[config.mk]
export PLATFORM = sky130hd
export DESIGN_NAME = apple2_bus_seq
export DESIGN_NICKNAME = d
export VERILOG_FILES = /design/src/rtl/gr8ram_pkg.sv /design/src/rtl/bus_sel_sampler.sv /design/src/rtl/apple2_bus_seq.sv
export SDC_FILE = /design/constraint.sdc
export NUM_CORES = 1
export LEC_CHECK = 0
export CAP_MARGIN = 20
export CORE_MARGIN = 10
export CORE_UTILIZATION = 42
export CTS_BUF_LIST = sky130_fd_sc_hd__clkbuf_8 sky130_fd_sc_hd__clkbuf_16
export DETAILED_ROUTE_END_ITERATION = 10
export PLACE_DENSITY = 0.83
export SLEW_MARGIN = 20
export SYNTH_ARGS = -nofsm -noshare
export SYNTH_HDL_FRONTEND = slang
export SYNTH_HIERARCHICAL = 1
export SYNTH_SLANG_ARGS = --single-unit
[constraint.sdc]
create_clock -name C7M -period 1.65 [get_ports C7M]
set_input_delay 0.33 -clock C7M [delete_from_list [all_inputs] [get_ports C7M]]
set_output_delay 0.33 -clock C7M [all_outputs]
set_load 0.01 [all_outputs]
[src/rtl/gr8ram_pkg.sv]
// Shared constants for the GR8RAM card logic: bus-cycle state numbers,
// default refresh period and the $CFFF slot-ROM release address.
package gr8ram_pkg;

  localparam logic [2:0] S_IDLE          = 3'd0;
  localparam logic [2:0] S_PHI1          = 3'd1;
  localparam logic [2:0] S_SAMPLE_IOSTRB = 3'd3;
  localparam logic [2:0] S_SAMPLE        = 3'd4;
  localparam logic [2:0] S_LAST          = 3'd7;

  localparam int unsigned REF_PERIOD_DEF = 13;

  localparam logic [10:0] CFFF_ADDR = 11'h7FF;

  // True in S4 and S5, where the slot selects and R/W are stable.
  function automatic logic in_sample_win(input logic [2:0] s);
    return (s == S_SAMPLE) || (s == S_SAMPLE + 3'd1);
  endfunction

endpackage

[src/rtl/bus_sel_sampler.sv]
// Captures the slot selects and R/W inside their legal windows and holds them
// until the next bus cycle starts; also produces the one-C7M $CFFF pulse.
module bus_sel_sampler
  import gr8ram_pkg::*;
(
  input  logic        C7M,
  input  logic        nRES,
  input  logic [2:0]  s,
  input  logic        sync,
  input  logic        clr,
  input  logic        nDEVSEL,
  input  logic        nIOSEL,
  input  logic        nIOSTRB,
  input  logic        nWE,
  input  logic [10:0] A11,
  output logic        DevSel,
  output logic        IoSel,
  output logic        IoStrb,
  output logic        WrCyc,
  output logic        CFFFHit
);

  logic dev_sel_q, dev_sel_d;
  logic io_sel_q, io_sel_d;
  logic io_strb_q, io_strb_d;
  logic wr_cyc_q, wr_cyc_d;
  logic cfff_hit_q, cfff_hit_d;

  logic win_main;
  logic win_strb;
  logic any_sel;

  always_comb begin
    win_main = in_sample_win(s);
    win_strb = win_main || (s == S_SAMPLE_IOSTRB);
    any_sel  = ~nDEVSEL | ~nIOSEL | ~nIOSTRB;

    dev_sel_d  = dev_sel_q;
    io_sel_d   = io_sel_q;
    io_strb_d  = io_strb_q;
    wr_cyc_d   = wr_cyc_q;
    cfff_hit_d = 1'b0;

    // A new bus cycle (or loss of sync) wins over any set condition.
    if (sync || clr) begin
      dev_sel_d = 1'b0;
      io_sel_d  = 1'b0;
      io_strb_d = 1'b0;
      wr_cyc_d  = 1'b0;
    end else begin
      if (win_main && !nDEVSEL)          dev_sel_d = 1'b1;
      if (win_main && !nIOSEL)           io_sel_d  = 1'b1;
      if (win_strb && !nIOSTRB)          io_strb_d = 1'b1;
      if (win_main && !nWE && any_sel)   wr_cyc_d  = 1'b1;
    end

    if (!clr && (s == S_SAMPLE) && !nIOSTRB && (A11 == CFFF_ADDR)) cfff_hit_d = 1'b1;
  end

  always_ff @(posedge C7M or negedge nRES) begin
    if (!nRES) begin
      dev_sel_q  <= 1'b0;
      io_sel_q   <= 1'b0;
      io_strb_q  <= 1'b0;
      wr_cyc_q   <= 1'b0;
      cfff_hit_q <= 1'b0;
    end else begin
      dev_sel_q  <= dev_sel_d;
      io_sel_q   <= io_sel_d;
      io_strb_q  <= io_strb_d;
      wr_cyc_q   <= wr_cyc_d;
      cfff_hit_q <= cfff_hit_d;
    end
  end

  assign DevSel  = dev_sel_q;
  assign IoSel   = io_sel_q;
  assign IoStrb  = io_strb_q;
  assign WrCyc   = wr_cyc_q;
  assign CFFFHit = cfff_hit_q;

endmodule

[src/rtl/apple2_bus_seq.sv]
// Apple II bus-cycle sequencer: locks to delayed PHI1, counts C7M into S1..S7,
// schedules refresh. Optional sync-loss watchdog built when SYNC_WDT_EN is defined.
module apple2_bus_seq
  import gr8ram_pkg::*;
#(
  parameter int unsigned REF_PERIOD = REF_PERIOD_DEF,
  parameter int unsigned WDT_LIMIT  = 15
) (
  input  logic        C7M,
  input  logic        nRES,
  input  logic        PHI1,
  input  logic        nDEVSEL,
  input  logic        nIOSEL,
  input  logic        nIOSTRB,
  input  logic        nWE,
  input  logic [10:0] A11,
  output logic [2:0]  S,
  output logic        RefNow,
  output logic        DevSel,
  output logic        IoSel,
  output logic        IoStrb,
  output logic        WrCyc,
  output logic        CFFFHit,
  output logic        Synced
);

  if ((REF_PERIOD < 2) || (REF_PERIOD > 16)) begin : g_bad_ref_period
    $error("REF_PERIOD must be in 2..16");
  end
  if ((WDT_LIMIT < 2) || (WDT_LIMIT > 15)) begin : g_bad_wdt_limit
    $error("WDT_LIMIT must be in 2..15");
  end

  localparam logic [3:0] RefLast = 4'(REF_PERIOD - 1);

  logic [2:0] s_q, s_d;
  logic [3:0] ref_q, ref_d;
  logic       phi1r_q;
  logic       phi0seen_q, phi0seen_d;
  logic       synced_q, synced_d;
  logic       sync;
  logic       wdt_fire;

  assign sync = PHI1 & ~phi1r_q & phi0seen_q;

`ifdef SYNC_WDT_EN
  localparam logic [3:0] WdtTerm = 4'(WDT_LIMIT - 1);

  logic [3:0] wdt_q, wdt_d;

  // Fires on the edge where the count would reach WDT_LIMIT.
  assign wdt_fire = synced_q & ~sync & (wdt_q == WdtTerm);

  always_comb begin
    wdt_d = wdt_q;
    if (sync) begin
      wdt_d = 4'd0;
    end else if (synced_q && (wdt_q != 4'hF)) begin
      wdt_d = wdt_q + 4'd1;
    end
  end

  always_ff @(posedge C7M or negedge nRES) begin
    if (!nRES) begin
      wdt_q <= 4'd0;
    end else begin
      wdt_q <= wdt_d;
    end
  end
`else
  assign wdt_fire = 1'b0;
`endif

  always_comb begin
    s_d        = s_q;
    ref_d      = ref_q;
    phi0seen_d = phi0seen_q;
    synced_d   = synced_q;

    if (wdt_fire) begin
      s_d = S_IDLE;
    end else if (sync) begin
      s_d = S_PHI1;
    end else if ((s_q == S_IDLE) || (s_q == S_LAST)) begin
      s_d = s_q;
    end else begin
      s_d = s_q + 3'd1;
    end

    if (s_q == S_SAMPLE_IOSTRB) begin
      ref_d = (ref_q == RefLast) ? 4'd0 : ref_q + 4'd1;
    end

    if (wdt_fire) begin
      phi0seen_d = 1'b0;
    end else if (!PHI1) begin
      phi0seen_d = 1'b1;
    end

    if (wdt_fire) begin
      synced_d = 1'b0;
    end else if (sync) begin
      synced_d = 1'b1;
    end
  end

  always_ff @(posedge C7M or negedge nRES) begin
    if (!nRES) begin
      s_q        <= S_IDLE;
      ref_q      <= 4'd0;
      phi1r_q    <= 1'b0;
      phi0seen_q <= 1'b0;
      synced_q   <= 1'b0;
    end else begin
      s_q        <= s_d;
      ref_q      <= ref_d;
      phi1r_q    <= PHI1;
      phi0seen_q <= phi0seen_d;
      synced_q   <= synced_d;
    end
  end

  bus_sel_sampler u_sampler (
    .C7M     (C7M),
    .nRES    (nRES),
    .s       (s_q),
    .sync    (sync),
    .clr     (wdt_fire),
    .nDEVSEL (nDEVSEL),
    .nIOSEL  (nIOSEL),
    .nIOSTRB (nIOSTRB),
    .nWE     (nWE),
    .A11     (A11),
    .DevSel  (DevSel),
    .IoSel   (IoSel),
    .IoStrb  (IoStrb),
    .WrCyc   (WrCyc),
    .CFFFHit (CFFFHit)
  );

  assign S      = s_q;
  assign RefNow = (s_q == S_PHI1) && (ref_q == 4'd0);
  assign Synced = synced_q;

endmodule
==> impl_metrics.toml <==
[status]
status = "completed"

[route]
drt.antenna.violating_nets = 0
wl_um = 1978
vias_per_cell = 4.835
vias = 672
firstDrtPassIters = 2
drt-initial-drc-count = 18
drc = 0
wl_per_cell_um = 14.23

[timing]
hold_viol_final = 0
fin_crit_sh_pct = 92.42
fin_ws_ns = 0.1251
whs_ns = 0.4018
rsz0062_at_grt = "no"
fmax_mhz = 655.8
skew_ns = 0.0004333
min_period_ns = 1.525
slew_viol_final = 0
setup_viol = 0
tns_ns = 0

[floorplan]
die-height_um = 62.74
io-pin-count = 28
core_area_mm2 = 0.001727
dieArea_mm2 = 0.003936
start_util_pct = 44.42
row_count = 15
die_x_um = 62.74

[power_and_ir_drop]
power_frac_seq_pct = 31.1
power_leakage_nw = 0.5694
finalPower_w = 0.001742
power_density_mw_per_mm2 = 1461
power.share.switching_pct = 35.88
power.internal_w = 0.001117
ir_worst_vdd_mv = 0.7099
p_clk_share_pct = 16.4
p_comb_share_pct = 52.5
switchingPower_w = 0.0006249

[worst_hold_path]
hold_path_class = "input port to asynchronous set/reset pin"

[cells_and_area]
areaGrowthSynthToFinish_pct = 55.46
final_cell_mix = "clkdlybuf4s50_1, dfrtp_1, buf_4"
fillers = 145
drive_above_1_share_pct = 16.67
mostFrequentLayoutCell = "clkdlybuf4s50_1"
diodes = 0
layout.nets = 139
fin_util_pct = 69.06

[place]
gp_congestion = 0.7390
numPortBuffers = 27
hpwl_um = 1637
dpl_worst_slack_ns = -0.03843

[yosys]
synth_cell_type_count = 26
synth-seq-cells = 15
syn_area_um2 = 767.0
synth-seq-area-share_pct = 48.94
synth_area_per_cell_um2 = 10.51
yosysWarnings = 6
syn_inst = 73

[worst_setup_path]
worst-setup-path-type = "register to output port"
critPathArrivalTime_ns = 1.19
crit_chain = "inv_2 -> ha_2 -> and4_1 -> buf_2"
cpPeakStageDelay_ns = 0.40
cp.required_ns = 1.32
cp_max_fo = 2
slowest_stage = "dfrtp_1"
critPathLaunchType = "register"
endpoint_kind = "output port"

[clock_network]
cts_max_path_buffers = 2
root_buffer = "clkbuf_8"
htree_levels = 1
cts_sinks = 15
cts_tree = "built"
cts_buffers = 3
postCtsHoldBufs = 0
clock_latency_ns = 0.24
clk_pin_slew_worst_paths_ns = 0.06

[grt]
grt_first_pass_wirelength_um = 3346
grt_pass1_vias = 744
grt_start_max_net_pins = 16
grt_usage_pct = 10.54
overflow = 0
antenna_found_initial = 0

[job]
maxCapViolations = 0
-- synth_stat cells --
| cell type | count | share of area (%) |
|---|---|---|
| a21oi_1 | 3 | 2.0 |
| inv_1 | 6 | 2.9 |
| and3b_1 | 1 | 1.1 |
| nor2b_1 | 1 | 0.82 |
| nand2_1 | 4 | 2.0 |
| nand4bb_1 | 1 | 1.5 |
| and4_1 | 1 | 1.1 |
| ha_1 | 6 | 9.8 |
| dfrtp_1 | 15 | 49 |
| o21ai_0 | 6 | 3.9 |
| mux2i_2 | 1 | 1.8 |
| or2_2 | 1 | 0.82 |
| nand2b_1 | 3 | 2.4 |
| mux2i_1 | 1 | 1.3 |
| nand4_1 | 1 | 0.82 |
| o211a_1 | 1 | 1.3 |
| conb_1 | 1 | 0.49 |
| o311a_1 | 1 | 1.3 |
| o21a_1 | 2 | 2.0 |
| o41ai_1 | 1 | 1.1 |
| nor4_1 | 1 | 0.82 |
| nor2_1 | 6 | 2.9 |
| xnor2_1 | 1 | 1.1 |
| nand4b_1 | 3 | 3.4 |
| nor3b_1 | 3 | 2.9 |
| nand3_1 | 2 | 1.3 |
-- flip-flops by register name, summed over array words and instances, names as in the netlist --
register	count
S	3
Synced	1
phi0seen_q	1
phi1r_q	1
ref_q	4
u_sampler/CFFFHit	1
u_sampler/DevSel	1
u_sampler/IoSel	1
u_sampler/IoStrb	1
u_sampler/WrCyc	1
-- area by class of cell --
cell class	count	area (um^2)	share of cell area (%)
flip-flops and latches	15	375.4	31.48
repair buffers	36	340.3	28.54
clock inverters	1	3.754	0.3148
multi-input cells	53	377.9	31.69
well taps	25	31.28	2.623
clock buffers	3	41.29	3.463
inverters	6	22.52	1.889
-- routing by layer --
metal	GRT usage (%)	vias up	routed length, um
met2	20.77	7	1181
met4	5.028	0	12
li1	-	341	-
met5	0	-	0
met1	9.866	322	727
met3	2.330	2	57
-- kinds of logic after synthesis --
kind of cell | synth area share [%]
muxes | 3.099
DFF | 48.94
xor gates and xnor gates | 1.142
adders and majority gates | 9.788
and+or+nand+nor | 22.03
AOI/OAI and AO/OA | 11.58
buffers and inverters | 2.936
other | 0.4889
-- critical path: cells and delay by family (launching register included) --
family / cells / cell delay, ns
adder cells (fa/ha/maj): 1 / 0.17
buffers and inverters: 2 / 0.20
flip-flops: 1 / 0.40
AND/OR/NAND/NOR: 1 / 0.19
-- per-stage QoR --
step                      std cells  cell area (um^2)
after floorplan                  74             770.7
after global placement          135              1140
after detailed placement        135              1140
after CTS                       139              1186
after global routing            139              1192
final                           139              1192
-- power groups by stage --
stage / Sequential (W) / Clock [W] / Combinational (W)
after floorplan: 0.000609 / 0 / 0.000413
final: 0.000542 / 0.000285 / 0.000914
after global placement: 0.000538 / 0 / 0.000878
after CTS: 0.000539 / 0.000295 / 0.000933
after global routing: 0.000558 / 0.000311 / 0.00101
after detailed placement: 0.000545 / 0 / 0.000931
-- timing repair --
| item | in CTS | in global routing |
|---|---|---|
| endpoints found under the setup margin | 1 | 5 |
| setup buffers | 0 | 0 |
| resized for setup | 3 | 8 |
-- final timing paths --
check / cells after the start / endpoint / from / slack, ns
setup / recovery: 4 / RefNow / ref_q[1] / 0.13
hold / removal: 2 / ref_q[3] / nRES / 0.40
setup reg to reg: 6 / S[2] / S[0] / 0.18
hold reg to reg: 1 / S[0] / phi1r_q / 0.46
max in group asynchronous: 2 / u_sampler/IoStrb / nRES / 1.08
min in group C7M: 1 / S[0] / phi1r_q / 0.46
Power figures use the tool's default switching activity.
